<file path="src/rtl/pkt_buf_pkg.sv">
`default_nettype none
// ============================================================================
//  Module  : pkt_buf_pkg
//  Brief   : Shared constants, descriptor type and read-FSM states for the
//            per-port packet buffer controller.
//  Rev     : 1.0  initial release
// ============================================================================
package pkt_buf_pkg;

   localparam int DATA_WIDTH    = 289;   // 256 data + 32 keep + 1 last
   localparam int LAST_BIT      = 0;
   localparam int DESC_ADDR_MAX = 16;    // widest address a descriptor carries
   localparam int DESC_LEN_MAX  = 16;

   typedef struct packed {
      logic [DESC_ADDR_MAX-1:0] addr;
      logic [DESC_LEN_MAX-1:0]  len;
   } desc_t;

   typedef enum logic [1:0] {
      RD_IDLE  = 2'd0,
      RD_READ  = 2'd1,
      RD_DRAIN = 2'd2
   } rd_state_e;

   function automatic desc_t pack_desc(input logic [DESC_ADDR_MAX-1:0] addr,
                                       input logic [DESC_LEN_MAX-1:0]  len);
      desc_t d;
      d.addr = addr;
      d.len  = len;
      return d;
   endfunction

endpackage
`default_nettype wire

</file>
<file path="src/rtl/pkt_buffer_ctrl_if.sv">
`default_nettype none
// ============================================================================
//  Module  : pkt_buffer_ctrl_if
//  Brief   : Packet-in, descriptor, dequeue, packet-out and BRAM signals of
//            one packet buffer controller instance.
//  Rev     : 1.0  initial release
// ============================================================================
interface pkt_buffer_ctrl_if #(
   parameter int ADDR_WIDTH = 12,
   parameter int LEN_WIDTH  = 8,
   parameter int DATA_WIDTH = pkt_buf_pkg::DATA_WIDTH
);
   logic                  in_valid;
   logic [DATA_WIDTH-1:0] in_data;
   logic                  desc_valid;
   logic [ADDR_WIDTH-1:0] desc_addr;
   logic [LEN_WIDTH-1:0]  desc_len;
   logic                  drop_pulse;
   logic                  deq_valid;
   logic [ADDR_WIDTH-1:0] deq_addr;
   logic [LEN_WIDTH-1:0]  deq_len;
   logic                  deq_ready;
   logic                  out_valid;
   logic [DATA_WIDTH-1:0] out_data;
   logic                  out_ready;
   logic                  bram_wea;
   logic [ADDR_WIDTH-1:0] bram_addra;
   logic [DATA_WIDTH-1:0] bram_dina;
   logic [ADDR_WIDTH-1:0] bram_addrb;
   logic [DATA_WIDTH-1:0] bram_doutb;

   modport master (
      output in_valid, in_data, deq_valid, deq_addr, deq_len, out_ready, bram_doutb,
      input  desc_valid, desc_addr, desc_len, drop_pulse, deq_ready,
             out_valid, out_data, bram_wea, bram_addra, bram_dina, bram_addrb
   );

   modport slave (
      input  in_valid, in_data, deq_valid, deq_addr, deq_len, out_ready, bram_doutb,
      output desc_valid, desc_addr, desc_len, drop_pulse, deq_ready,
             out_valid, out_data, bram_wea, bram_addra, bram_dina, bram_addrb
   );
endinterface
`default_nettype wire

</file>
<file path="src/rtl/pkt_buf_out_skid.sv">
`default_nettype none
// ============================================================================
//  Module  : pkt_buf_out_skid
//  Brief   : Two-entry output skid buffer absorbing the one-cycle BRAM read
//            latency so the read side can stream at one word per clock.
//  Rev     : 1.0  initial release
// ============================================================================
module pkt_buf_out_skid
   import pkt_buf_pkg::*;
#(
   parameter int WIDTH = DATA_WIDTH
) (
   input  logic             clk,
   input  logic             rst,
   input  logic             i_push,
   input  logic [WIDTH-1:0] i_data,
   input  logic             i_ready,
   output logic             o_valid,
   output logic [WIDTH-1:0] o_data,
   output logic [1:0]       o_count
);
   logic [1:0]       r_count;
   logic [WIDTH-1:0] r_data0;
   logic [WIDTH-1:0] r_data1;
   logic             w_pop;

   assign w_pop   = o_valid & i_ready;
   assign o_valid = (r_count != 2'd0);
   assign o_data  = r_data0;
   assign o_count = r_count;

   // r_data0 is always the head; r_data1 only holds data when two words wait.
   always_ff @(posedge clk) begin
      if (rst) begin
         r_count <= 2'd0;
         r_data0 <= '0;
         r_data1 <= '0;
      end else begin
         case ({i_push, w_pop})
            2'b10: begin
               if (r_count == 2'd0) r_data0 <= i_data;
               else                 r_data1 <= i_data;
               r_count <= r_count + 2'd1;
            end
            2'b01: begin
               r_data0 <= r_data1;
               r_count <= r_count - 2'd1;
            end
            2'b11: begin
               if (r_count == 2'd2) begin
                  r_data0 <= r_data1;
                  r_data1 <= i_data;
               end else begin
                  r_data0 <= i_data;
               end
            end
            default: ;
         endcase
      end
   end

endmodule
`default_nettype wire

</file>
<file path="src/rtl/pkt_buffer_ctrl.sv">
`default_nettype none
// ============================================================================
//  Module  : pkt_buffer_ctrl
//  Brief   : Write/read sequencer for one circular per-port packet BRAM:
//            commits packets as descriptors and replays dequeued packets.
//  Rev     : 1.0  initial release
// ============================================================================
module pkt_buffer_ctrl
   import pkt_buf_pkg::*;
#(
   parameter int ADDR_WIDTH = 12,
   parameter int LEN_WIDTH  = 8
) (
   input  logic             clk,
   input  logic             rst,
   pkt_buffer_ctrl_if.slave io_bus
);
   localparam logic [ADDR_WIDTH:0]   c_depth    = (ADDR_WIDTH+1)'(2**ADDR_WIDTH);
   localparam logic [ADDR_WIDTH:0]   c_used_one = (ADDR_WIDTH+1)'(1);
   localparam logic [ADDR_WIDTH-1:0] c_addr_one = ADDR_WIDTH'(1);
   localparam logic [LEN_WIDTH-1:0]  c_len_one  = LEN_WIDTH'(1);
   localparam logic [LEN_WIDTH-1:0]  c_max_len  = '1;

   // ---------------- write side ----------------
   logic [ADDR_WIDTH-1:0] r_wr_ptr;
   logic [ADDR_WIDTH-1:0] r_pkt_start;
   logic [LEN_WIDTH-1:0]  r_pkt_len;
   logic                  r_dropping;
   logic [ADDR_WIDTH:0]   r_used;
   logic                  r_desc_valid;
   logic [ADDR_WIDTH-1:0] r_desc_addr;
   logic [LEN_WIDTH-1:0]  r_desc_len;
   logic                  r_drop_pulse;

   logic                  w_last;
   logic                  w_accept;
   logic                  w_wr;
   logic                  w_drop;
   logic                  w_pop;
   logic [ADDR_WIDTH:0]   w_used_next;

   assign w_last   = io_bus.in_data[LAST_BIT];
   assign w_accept = io_bus.in_valid & ~r_dropping;
   assign w_wr     = w_accept & (r_used != c_depth) & (r_pkt_len < c_max_len);
   assign w_drop   = w_accept & ~w_wr;

   // A drop hands back the words already written for the partial packet.
   always_comb begin
      w_used_next = r_used;
      if (w_wr)   w_used_next = w_used_next + c_used_one;
      if (w_pop)  w_used_next = w_used_next - c_used_one;
      if (w_drop) w_used_next = w_used_next - (ADDR_WIDTH+1)'(r_pkt_len);
   end

   always_ff @(posedge clk) begin
      if (rst) begin
         r_wr_ptr     <= '0;
         r_pkt_start  <= '0;
         r_pkt_len    <= '0;
         r_dropping   <= 1'b0;
         r_used       <= '0;
         r_desc_valid <= 1'b0;
         r_desc_addr  <= '0;
         r_desc_len   <= '0;
         r_drop_pulse <= 1'b0;
      end else begin
         r_used       <= w_used_next;
         r_desc_valid <= 1'b0;
         r_drop_pulse <= 1'b0;
         if (w_wr) begin
            r_wr_ptr <= r_wr_ptr + c_addr_one;
            if (w_last) begin
               r_desc_valid <= 1'b1;
               r_desc_addr  <= r_pkt_start;
               r_desc_len   <= r_pkt_len + c_len_one;
               r_pkt_start  <= r_wr_ptr + c_addr_one;
               r_pkt_len    <= '0;
            end else begin
               r_pkt_len <= r_pkt_len + c_len_one;
            end
         end else if (w_drop) begin
            r_wr_ptr  <= r_pkt_start;
            r_pkt_len <= '0;
            if (w_last) r_drop_pulse <= 1'b1;
            else        r_dropping   <= 1'b1;
         end else if (io_bus.in_valid & r_dropping & w_last) begin
            r_dropping   <= 1'b0;
            r_drop_pulse <= 1'b1;
            r_pkt_len    <= '0;
         end
      end
   end

   // ---------------- read side ----------------
   rd_state_e             r_state;
   logic [ADDR_WIDTH-1:0] r_rd_ptr;
   logic [LEN_WIDTH-1:0]  r_rd_cnt;
   logic                  r_inflight;
   logic                  r_deq_ready;

   logic [1:0]            w_skid_cnt;
   logic [1:0]            w_occ;
   logic                  w_issue;
   logic                  w_out_valid;
   logic [DATA_WIDTH-1:0] w_out_data;

   // Occupancy the skid will hold next cycle if nothing new is issued.
   assign w_pop   = w_out_valid & io_bus.out_ready;
   assign w_occ   = w_skid_cnt + {1'b0, r_inflight} - {1'b0, w_pop};
   assign w_issue = (r_state == RD_READ) & (w_occ < 2'd2);

   always_ff @(posedge clk) begin
      if (rst) begin
         r_state     <= RD_IDLE;
         r_rd_ptr    <= '0;
         r_rd_cnt    <= '0;
         r_inflight  <= 1'b0;
         r_deq_ready <= 1'b1;
      end else begin
         r_inflight <= w_issue;
         case (r_state)
            RD_IDLE: begin
               if (io_bus.deq_valid) begin
                  r_rd_ptr    <= io_bus.deq_addr;
                  r_rd_cnt    <= io_bus.deq_len;
                  r_state     <= RD_READ;
                  r_deq_ready <= 1'b0;
               end
            end
            RD_READ: begin
               if (w_issue) begin
                  r_rd_ptr <= r_rd_ptr + c_addr_one;
                  r_rd_cnt <= r_rd_cnt - c_len_one;
                  if (r_rd_cnt == c_len_one) r_state <= RD_DRAIN;
               end
            end
            RD_DRAIN: begin
               if (!r_inflight && (w_skid_cnt == 2'd0)) begin
                  r_state     <= RD_IDLE;
                  r_deq_ready <= 1'b1;
               end
            end
            default: begin
               r_state     <= RD_IDLE;
               r_deq_ready <= 1'b1;
            end
         endcase
      end
   end

   pkt_buf_out_skid #(
      .WIDTH (DATA_WIDTH)
   ) u_skid (
      .clk     (clk),
      .rst     (rst),
      .i_push  (r_inflight),
      .i_data  (io_bus.bram_doutb),
      .i_ready (io_bus.out_ready),
      .o_valid (w_out_valid),
      .o_data  (w_out_data),
      .o_count (w_skid_cnt)
   );

   assign io_bus.bram_wea   = w_wr;
   assign io_bus.bram_addra = r_wr_ptr;
   assign io_bus.bram_dina  = w_wr ? io_bus.in_data : '0;
   assign io_bus.bram_addrb = r_rd_ptr;
   assign io_bus.desc_valid = r_desc_valid;
   assign io_bus.desc_addr  = r_desc_addr;
   assign io_bus.desc_len   = r_desc_len;
   assign io_bus.drop_pulse = r_drop_pulse;
   assign io_bus.deq_ready  = r_deq_ready;
   assign io_bus.out_valid  = w_out_valid;
   assign io_bus.out_data   = w_out_data;

endmodule
`default_nettype wire

</file>
<file path="src/flat_wrapper.sv">
// flat-port wrapper written by rule: the top's interface ports become plain ports
module pkt_buffer_ctrl_flat import pkt_buf_pkg::*;
#(
   parameter int ADDR_WIDTH = 12,
   parameter int LEN_WIDTH  = 8
)
  (clk, rst, io_bus_in_valid, io_bus_in_data, io_bus_deq_valid, io_bus_deq_addr, io_bus_deq_len, io_bus_out_ready, io_bus_bram_doutb, io_bus_desc_valid, io_bus_desc_addr, io_bus_desc_len, io_bus_drop_pulse, io_bus_deq_ready, io_bus_out_valid, io_bus_out_data, io_bus_bram_wea, io_bus_bram_addra, io_bus_bram_dina, io_bus_bram_addrb);
  pkt_buffer_ctrl_if #(.ADDR_WIDTH(ADDR_WIDTH), .LEN_WIDTH(LEN_WIDTH), .DATA_WIDTH((DATA_WIDTH))) io_bus_i ();
  input  logic clk;
  input  logic rst;
  input wire logic [$bits(io_bus_i.in_valid)-1:0] io_bus_in_valid;
  input wire logic [$bits(io_bus_i.in_data)-1:0] io_bus_in_data;
  input wire logic [$bits(io_bus_i.deq_valid)-1:0] io_bus_deq_valid;
  input wire logic [$bits(io_bus_i.deq_addr)-1:0] io_bus_deq_addr;
  input wire logic [$bits(io_bus_i.deq_len)-1:0] io_bus_deq_len;
  input wire logic [$bits(io_bus_i.out_ready)-1:0] io_bus_out_ready;
  input wire logic [$bits(io_bus_i.bram_doutb)-1:0] io_bus_bram_doutb;
  output wire logic [$bits(io_bus_i.desc_valid)-1:0] io_bus_desc_valid;
  output wire logic [$bits(io_bus_i.desc_addr)-1:0] io_bus_desc_addr;
  output wire logic [$bits(io_bus_i.desc_len)-1:0] io_bus_desc_len;
  output wire logic [$bits(io_bus_i.drop_pulse)-1:0] io_bus_drop_pulse;
  output wire logic [$bits(io_bus_i.deq_ready)-1:0] io_bus_deq_ready;
  output wire logic [$bits(io_bus_i.out_valid)-1:0] io_bus_out_valid;
  output wire logic [$bits(io_bus_i.out_data)-1:0] io_bus_out_data;
  output wire logic [$bits(io_bus_i.bram_wea)-1:0] io_bus_bram_wea;
  output wire logic [$bits(io_bus_i.bram_addra)-1:0] io_bus_bram_addra;
  output wire logic [$bits(io_bus_i.bram_dina)-1:0] io_bus_bram_dina;
  output wire logic [$bits(io_bus_i.bram_addrb)-1:0] io_bus_bram_addrb;
  assign io_bus_i.in_valid = io_bus_in_valid;
  assign io_bus_i.in_data = io_bus_in_data;
  assign io_bus_i.deq_valid = io_bus_deq_valid;
  assign io_bus_i.deq_addr = io_bus_deq_addr;
  assign io_bus_i.deq_len = io_bus_deq_len;
  assign io_bus_i.out_ready = io_bus_out_ready;
  assign io_bus_i.bram_doutb = io_bus_bram_doutb;
  assign io_bus_desc_valid = io_bus_i.desc_valid;
  assign io_bus_desc_addr = io_bus_i.desc_addr;
  assign io_bus_desc_len = io_bus_i.desc_len;
  assign io_bus_drop_pulse = io_bus_i.drop_pulse;
  assign io_bus_deq_ready = io_bus_i.deq_ready;
  assign io_bus_out_valid = io_bus_i.out_valid;
  assign io_bus_out_data = io_bus_i.out_data;
  assign io_bus_bram_wea = io_bus_i.bram_wea;
  assign io_bus_bram_addra = io_bus_i.bram_addra;
  assign io_bus_bram_dina = io_bus_i.bram_dina;
  assign io_bus_bram_addrb = io_bus_i.bram_addrb;
  pkt_buffer_ctrl #(.ADDR_WIDTH(ADDR_WIDTH), .LEN_WIDTH(LEN_WIDTH)) u_core (.clk(clk), .rst(rst), .io_bus(io_bus_i));
endmodule
</file>
<file path="config.mk">
export PLATFORM = sky130hd
export DESIGN_NAME = pkt_buffer_ctrl_flat
export DESIGN_NICKNAME = d
export VERILOG_FILES = /design/src/rtl/pkt_buf_pkg.sv /design/src/rtl/pkt_buffer_ctrl_if.sv /design/src/rtl/pkt_buf_out_skid.sv /design/src/rtl/pkt_buffer_ctrl.sv /design/src/flat_wrapper.sv
export SDC_FILE = /design/constraint.sdc
export NUM_CORES = 2
export LEC_CHECK = 0
export BUFFER_PORTS_ARGS = -buffer_cell sky130_fd_sc_hd__buf_2
export CORE_AREA = 2 2 474 476
export CTS_CLUSTER_DIAMETER = 150
export DETAILED_ROUTE_END_ITERATION = 8
export DIE_AREA = 0 0 476 478
export PLACE_DENSITY = 0.3
export SLEW_MARGIN = 30
export SYNTH_ARGS = -nofsm -noshare
export SYNTH_HDL_FRONTEND = slang
export SYNTH_SLANG_ARGS = --single-unit
</file>
<file path="constraint.sdc">
create_clock -name clk -period 4.45 [get_ports clk]
set_clock_uncertainty 0.2 [all_clocks]
set_input_delay 0.445 -clock clk [delete_from_list [all_inputs] [get_ports clk]]
set_output_delay 0.445 -clock clk [all_outputs]
set_load 0.02 [all_outputs]
</file>
# ---- Word-level counts from Yosys, hierarchy flattened
# Index checks and enable logic that the tools add are counted.
dict set report word_totals {
  ff_bits 672
  latchBits 0
  ram_bits 0
  romBits 0
  inputBits 603
  out_inout_bits 627
  elab_cells 115
  n_memories 0
}
dict set report op_classes {
  addsub 11
  mul 0
  n_div 0
  order_cmp 2
  n_eq_ne 16
  shift 0
  n_mux 37
  bitwise 11
  reduce_logical 21
}
# op n
set op_table {}
lappend op_table {{$mux 289} 5}
lappend op_table {{$pmux 289 s3} 1}
lappend op_table {{$pmux 289 s2} 1}
lappend op_table {{$mux 12} 4}
lappend op_table {{$mux 8} 6}
lappend op_table {{$mux 13} 3}
lappend op_table {{$add 12x1->12 const B} 2}
lappend op_table {{$pmux 12 s2} 1}
lappend op_table {{$pmux 8 s2} 1}
lappend op_table {{$add 13x1->13 const B} 1}
lappend op_table {{$ne 13x13->1 const B} 1}
lappend op_table {{$sub 13x1->13 const B} 1}
lappend op_table {{$sub 13x8->13} 1}
lappend op_table {{$reduce_and 3->1} 4}
lappend op_table {{$reduce_bool 2->1} 6}
lappend op_table {{$ne 2x2->1 const B} 5}
lappend op_table {{$add 8x1->8 const B} 1}
lappend op_table {{$and 1x1->1} 8}
lappend op_table {{$eq 2x2->1 const B} 4}
lappend op_table {{$eq 8x1->1 const B} 1}
lappend op_table {{$lt 8x8->1 const B} 1}
lappend op_table {{$mux 1} 8}
lappend op_table {{$mux 2} 4}
lappend op_table {{$sub 8x1->8 const B} 1}
lappend op_table {{18 further kinds} 27}

# ---- Longest topological paths before layout
dict set report depth {
  word_depth 9
  ltp_mapped 19
}

# ---- Modules after synthesis
# From an unflattened synthesis, not the netlist that was laid out.
dict set report hier_totals {
  hier_cells 4145
  hier_area_um2 35181.2
}
# mod n_inst cells_per_inst area_each_um2
set by_module_without_submodules {}
lappend by_module_without_submodules {pkt_buf_out_skid 1 3108 27830.4}
lappend by_module_without_submodules {pkt_buffer_ctrl 1 1037 7350.8}

# ---- Least setup slack after synthesis
# Ideal clock, no wire load.
dict set report synth_timing {
  path_type {reg2reg}
  start {register u_core.r_pkt_len[0]}
  end {register u_core.r_used[9]}
  setup_time_ns 0.131
  arrival_time_ns 3.815
  t_required_ns 4.119
  path_slack_ns 0.304
  path_stages_with_launch 19
  synth_period_minus_slack_ns 4.146
  path_cell_list {dfxtp_1 > ha_1 > and4_1 > buf_6 > a21oi_4 > nand2_2 > inv_2 > clkbuf_1 > nand2_1 > o21ai_0 > ha_1 > nor2b_1 > o21ai_0 > a21oi_1 > o31a_1 > o31a_1 > o32a_1 > nor3_1 > nor3b_1}
}
dict set report synth_between {
  elab_chain_len 7
  word_cells_on_any_way 9
  classes_between {2 x add/sub; 1 x order compare; 3 x mux; 3 x bitwise}
}
# item line_no
set synth_lines {}
lappend synth_lines {{from (decl)} pkt_buffer_ctrl.sv:27} ;# logic [LEN_WIDTH-1:0] r_pkt_len;
lappend synth_lines {{from (signal assigned)} pkt_buffer_ctrl.sv:79} ;# r_pkt_len <= r_pkt_len + c_len_one;
lappend synth_lines {{$lt 8x8->1 *} pkt_buffer_ctrl.sv:44} ;# assign w_wr = w_accept & (r_used != c_depth) & (r_pkt_len < c_max_len);
lappend synth_lines {{$and 1x1->1 *} pkt_buffer_ctrl.sv:44}
lappend synth_lines {{named net io_bus_bram_wea} flat_wrapper.sv:25} ;# output wire logic [$bits(io_bus_i.bram_wea)-1:0] io_bus_bram_wea;
lappend synth_lines {{$mux 13} pkt_buffer_ctrl.sv:50} ;# if (w_wr) w_used_next = w_used_next + c_used_one;
lappend synth_lines {{$sub 13x1->13} pkt_buffer_ctrl.sv:51} ;# if (w_pop) w_used_next = w_used_next - c_used_one;
lappend synth_lines {{$mux 13} pkt_buffer_ctrl.sv:51}
lappend synth_lines {{$sub 13x8->13} pkt_buffer_ctrl.sv:52} ;# if (w_drop) w_used_next = w_used_next - (ADDR_WIDTH+1)'(r_pkt_len);
lappend synth_lines {{$mux 13 *} pkt_buffer_ctrl.sv:52}
lappend synth_lines {{to (signal assigned)} pkt_buffer_ctrl.sv:67} ;# r_used <= w_used_next;
lappend synth_lines {{to (decl)} pkt_buffer_ctrl.sv:29} ;# logic [ADDR_WIDTH:0] r_used;
# Mark *: on every way through the listed nets, which the timed path passes. The rest lies on a longest branch.
# A chain may end at the register's enable or synchronous reset.

# ---- Final worst setup path
dict set report layout_timing {
  start {register u_core.r_pkt_len[1]}
  end {output port io_bus_bram_dina[92]}
}
dict set report layout_between {
  elab_chain_len 3
}
# item line_no
set layout_lines {}
lappend layout_lines {{$lt 8x8->1} pkt_buffer_ctrl.sv:44}
lappend layout_lines {{$and 1x1->1} pkt_buffer_ctrl.sv:44}
lappend layout_lines {{$mux 289} pkt_buffer_ctrl.sv:166} ;# assign io_bus.bram_dina = w_wr ? io_bus.in_data : '0;
lappend layout_lines {{to (decl)} flat_wrapper.sv:27} ;# output wire logic [$bits(io_bus_i.bram_dina)-1:0] io_bus_bram_dina;
# Every way passes these cells.

==> flow_summary.html <==
<table>
<tr><th>Metric</th><th>Value</th></tr>
<tr><th colspan="2">Run status</th></tr>
<tr><td>Outcome</td><td>finished, final reports clean</td></tr>
<tr><th colspan="2">Job</th></tr>
<tr><td>Max_cap viols</td><td>0</td></tr>
<tr><th colspan="2">Synth</th></tr>
<tr><td>Post-synth design cell area</td><td>28830 um2</td></tr>
<tr><td>Sequential share of the synthesized area</td><td>46.67%</td></tr>
<tr><td>Count of flip-flops with a built-in enable after synthesis</td><td>0</td></tr>
<tr><td>Avg Cell Area, Syn</td><td>7.907 um2</td></tr>
<tr><td>Unique cell type count in the Yosys netlist</td><td>73</td></tr>
<tr><td>Area share of fa/ha/maj cells after synthesis</td><td>0.8941%</td></tr>
<tr><td>Number of synthesized register bits</td><td>672</td></tr>
<tr><td>Post-Synth Simple-Gate Area</td><td>27.43%</td></tr>
<tr><td>Number of instances in the synthesized netlist</td><td>3646</td></tr>
<tr><td>Multiplexer share of the synthesized area</td><td>0.1432%</td></tr>
<tr><td>Synth warn</td><td>0</td></tr>
<tr><td>Synth Area in Compound Gates</td><td>18.35%</td></tr>
<tr><td>Largest family of logic cells by synthesized area</td><td>simple AND/OR/NAND/NOR gates</td></tr>
<tr><td>Post-Syn Nets</td><td>4269</td></tr>
<tr><td>Post-synthesis async set-or-reset flop share</td><td>0%</td></tr>
<tr><td>Xor-xnor portion of the synthesized cell area</td><td>1.337%</td></tr>
<tr><td>Leading register cell type out of synthesis</td><td>dfxtp_1</td></tr>
<tr><th colspan="2">Pwr</th></tr>
<tr><td>Share of total power in sequential cells</td><td>32.2%</td></tr>
<tr><td>Total Power</td><td>23.62 mW</td></tr>
<tr><td>Reported net switching power</td><td>9.831 mW</td></tr>
<tr><td>Comb pwr share</td><td>38.1%</td></tr>
<tr><td>Portion of total power attributed to the clock network</td><td>29.8%</td></tr>
<tr><td>Internal Dissipation</td><td>13.79 mW</td></tr>
<tr><td>Ratio of total power to cell area</td><td>530.0 nW/um2</td></tr>
<tr><td>Net switching fraction of the power</td><td>41.62%</td></tr>
<tr><td>Standby leakage power</td><td>18.83 nW</td></tr>
<tr><td>Worst IR drop on VDD</td><td>0.0002639 V</td></tr>
<tr><th colspan="2">Global routing</th></tr>
<tr><td>Antenna violations before repair</td><td>144</td></tr>
<tr><td>Total track usage</td><td>19.23%</td></tr>
<tr><td>Number of global-route vias before repair</td><td>31.97k</td></tr>
<tr><td>Pin count of the biggest net entering global routing</td><td>140</td></tr>
<tr><td>First-pass GRT wire length</td><td>301200 um</td></tr>
<tr><td>Final global-route overflow total</td><td>0</td></tr>
<tr><th colspan="2">Setup path</th></tr>
<tr><td>Crit path top cell by count</td><td>buf_4</td></tr>
<tr><td>CP max stage delay</td><td>0.69 ns</td></tr>
<tr><td>Startpoint Class</td><td>flip-flop</td></tr>
<tr><td>CP endpoint kind</td><td>output port</td></tr>
<tr><td>Cell count of the worst reg-to-reg path</td><td>17</td></tr>
<tr><td>Endpoint arrival time on the critical path</td><td>3.59 ns</td></tr>
<tr><td>Reg2Reg Launch Point</td><td>u_core.r_used[0]</td></tr>
<tr><td>Reg-to-reg endpoint</td><td>u_core.r_used[11]</td></tr>
<tr><td>Worst-path maximum fanout</td><td>65</td></tr>
<tr><td>Critical Path RT</td><td>3.81 ns</td></tr>
<tr><td>Kind of cell adding the most delay to the critical path</td><td>buffers and inverters</td></tr>
<tr><td>Slowest stage cell, crit path</td><td>and3_1</td></tr>
<tr><td>Setup Crit Path Kind</td><td>reg -&gt; out</td></tr>
<tr><td>Chain of cells forming the critical path</td><td>ha_1 &gt; and4_1 &gt; a21oi_4 &gt; buf_4 &gt; buf_4 &gt; and3_1 &gt; buf_2</td></tr>
<tr><td>Buffers plus inverters on the worst setup path</td><td>3</td></tr>
<tr><td>Internal reg-to-reg setup slack</td><td>0.29 ns</td></tr>
<tr><th colspan="2">Timing</th></tr>
<tr><td>Slew at the pin closest to its max-slew limit</td><td>0.9584 ns</td></tr>
<tr><td>Tcrit/Tclk final</td><td>95.28%</td></tr>
<tr><td>Number of failing setup endpoints in the final timing report</td><td>0</td></tr>
<tr><td>Final hold violation count</td><td>0</td></tr>
<tr><td>Worst hold slack</td><td>0.1123 ns</td></tr>
<tr><td>Worst slew margin relative to its limit</td><td>36.11%</td></tr>
<tr><td>Pins Over Slew Limit</td><td>0</td></tr>
<tr><td>Setup TNS after final layout</td><td>0 ns</td></tr>
<tr><td>Setup repair after global routing missed its margin</td><td>false</td></tr>
<tr><td>Maximum clock frequency</td><td>0.2359 GHz</td></tr>
<tr><td>Minimum clock period</td><td>4.240 ns</td></tr>
<tr><th colspan="2">Clocking</th></tr>
<tr><td>Clock sink count</td><td>672</td></tr>
<tr><td>Buffer count from post-CTS setup fixing</td><td>0</td></tr>
<tr><td>CTS tree</td><td>done</td></tr>
<tr><td>Number of buffers added by the clock tree synthesis step</td><td>85</td></tr>
<tr><td>Cell at the root of the clock tree</td><td>clkbuf_16</td></tr>
<tr><td>Max Root-Sink Buffers</td><td>3</td></tr>
<tr><td>Number of H-tree levels</td><td>3</td></tr>
<tr><td>Worst-Skew Late Latency</td><td>0.69 ns</td></tr>
<tr><td>Clock-pin slew of the registers on the worst-case setup and hold paths</td><td>0.05 ns</td></tr>
<tr><th colspan="2">Floorplan</th></tr>
<tr><td>Starting Density</td><td>12.92%</td></tr>
<tr><td>Die span in y</td><td>478 um</td></tr>
<tr><td>Number of rows in the core area</td><td>174</td></tr>
<tr><td>Area of the die</td><td>227500 um2</td></tr>
<tr><td>Area of the placeable core</td><td>223200 um2</td></tr>
<tr><td>Number of primary I/O pins</td><td>1230</td></tr>
<tr><td>Width of the chip</td><td>476 um</td></tr>
<tr><th colspan="2">Drt</th></tr>
<tr><td>Post-detailed-route DRC marker count</td><td>0</td></tr>
<tr><td>Number of vias after detailed routing</td><td>33.71k</td></tr>
<tr><td>Average wire length per cell after detail routing</td><td>28.12 um</td></tr>
<tr><td>Violation count after the first detailed-route iteration</td><td>2145</td></tr>
<tr><td>Detailed-route vias per instance</td><td>4.145</td></tr>
<tr><td>Drt first pass iters</td><td>5</td></tr>
<tr><td>Routed Wire Length</td><td>228700 um</td></tr>
<tr><td>Number of nets still failing antenna checks after routing</td><td>0</td></tr>
<tr><th colspan="2">Worst hold path</th></tr>
<tr><td>Worst hold endpoint</td><td>u_core.r_pkt_len[1]</td></tr>
<tr><td>Worst min path class</td><td>in -&gt; reg</td></tr>
<tr><td>Hold path depth</td><td>2</td></tr>
<tr><td>Worst hold path startpoint</td><td>rst</td></tr>
<tr><th colspan="2">Final layout</th></tr>
<tr><td>Leading cell type in the layout, fill and taps excluded</td><td>buf_2</td></tr>
<tr><td>Footprint of the flip-flops and latches</td><td>13450 um2</td></tr>
<tr><td>Share of the core filled with cells in the final layout</td><td>19.97%</td></tr>
<tr><td>Area of combinational cells with multiple inputs</td><td>13970 um2</td></tr>
<tr><td>Ratio of cells with drive above 1 in the final layout</td><td>29.27%</td></tr>
<tr><td>Number of nets in the layout</td><td>5637</td></tr>
<tr><td>Area growth from synthesis to layout</td><td>54.59%</td></tr>
<tr><td>Filler cell count</td><td>25.37k</td></tr>
<tr><td>Most used cells in the layout excluding fill and tap cells</td><td>buf_2 (1228), dfxtp_1 (672), nand2_1 (662), nor2_1 (386), a21oi_1 (358)</td></tr>
<tr><td>Number of cells in the finished layout apart from fillers</td><td>8134</td></tr>
<tr><th colspan="2">Placement</th></tr>
<tr><td>DP Wirelength</td><td>179400 um</td></tr>
<tr><td>Number of placed instances, taps included</td><td>7606</td></tr>
<tr><td>Gpl congestion</td><td>1.054</td></tr>
<tr><td>Number of input and output port buffers inserted</td><td>1229</td></tr>
</table>
## power by group through the flow
| stage | Sequential, mW | Combinational [mW] | Clock [mW] |
|---|---|---|---|
| after floorplan | 8.47 | 3.89 | 0 |
| after global placement | 7.71 | 8.86 | 0 |
| after detailed placement | 7.73 | 8.81 | 0 |
| after CTS | 7.60 | 9.10 | 7.37 |
| after global routing | 7.71 | 9.71 | 7.58 |
| final | 7.59 | 8.99 | 7.03 |
## worst register-to-register path: stages, from the launching register on
cell and delay (ns):
dfxtp_1 0.31, inv_1 0.13, ha_1 0.17, nor4b_2 0.26, nand4_1 0.19, nand2_2 0.17, inv_2 0.09, o31ai_1 0.24
a21oi_1 0.15, xnor2_2 0.22, ha_1 0.32, o21ai_0 0.14, a21oi_1 0.15, o31a_1 0.29, o31a_1 0.29, nor3_1 0.29
o211ai_1 0.15, mux2_2 0.29
## per-layer routing
layer	vias up	global-route usage, %	wire length (um)
met4	38	2.311	2898
met5	-	0	246
li1	15726	-	-
met1	16477	28.32	110800
met3	252	6.713	22350
met2	1219	27.18	92400
## final cells by class
cell class / count / area share, %
multi-input cells: 2586 / 31.34
flip-flops and latches: 672 / 30.19
repair buffers: 1641 / 23.25
well taps: 2992 / 8.400
clock buffers: 131 / 5.565
clock inverters: 23 / 0.6766
diodes: 61 / 0.3425
inverters: 28 / 0.2358
## state kept, by name, summed over array words and instances (netlist names), 12 cells and up
| signal | flops |
|---|---|
| u_core.u_skid.o_data | 289 |
| u_core.u_skid.r_data1 | 289 |
| u_core.r_used | 13 |
| u_core.io_bus.bram_addra | 12 |
| u_core.io_bus.bram_addrb | 12 |
| u_core.io_bus.desc_addr | 12 |
| u_core.r_pkt_start | 12 |
## cell usage after synthesis (27+ instances only)
cell type	number	area (um2)
nor2_1	387	1453
nor3_1	317	1587
nand3_1	31	155.2
a221oi_1	297	2601
nand2_1	664	2492
dfxtp_1	672	13450
clkbuf_1	340	1276
and3_1	297	1858
inv_1	27	101.4
a211oi_1	27	202.7
o21ai_0	30	150.1
a21oi_1	359	1797
## through the flow
| stage | cell area [um2] | setup slack (ns) |
|---|---|---|
| 2_1_floorplan | 28830 | 0.3036 |
| 4_1_cts | 44390 | 0.1425 |
| 3_5_place_dp | 38480 | 0.1969 |
| 5_1_grt | 44460 | 0.02007 |
| 3_3_place_gp | 38470 | 0.1593 |
| 6_report | 44570 | 0.2101 |
## cells by family (layout without fill, tap and decap cells)
family,after synthesis,count (layout)
buffers and inverters,388,1823
AOI/OAI and AO/OA,776,776
adders and majority gates,20,20
xor gates and xnor gates,41,41
and+or+nand+nor,1745,1745
DFF,672,672
muxes,4,4
other,0,61
## worst max path at each step
stage                        startpoint                    to  cells after the start
floorplan           u_core.r_pkt_len[0]      u_core.r_used[9]                     18
global placement       u_core.r_used[0]     u_core.r_used[12]                     18
detailed placement     u_core.r_used[0]     u_core.r_used[12]                     18
CTS                    u_core.r_used[0]     u_core.r_used[12]                     18
global route        u_core.r_pkt_len[1]     u_core.r_used[12]                     14
finish              u_core.r_pkt_len[1]  io_bus_bram_dina[92]                      7
## what timing repair did
item | in CTS | in global routing
setup endpoints to repair | 0 | 4
gates resized for setup | 0 | 5
hold buffers | 313 | 0
endpoints found under the hold margin | 604 | 0
Power figures use the tool's default switching activity.
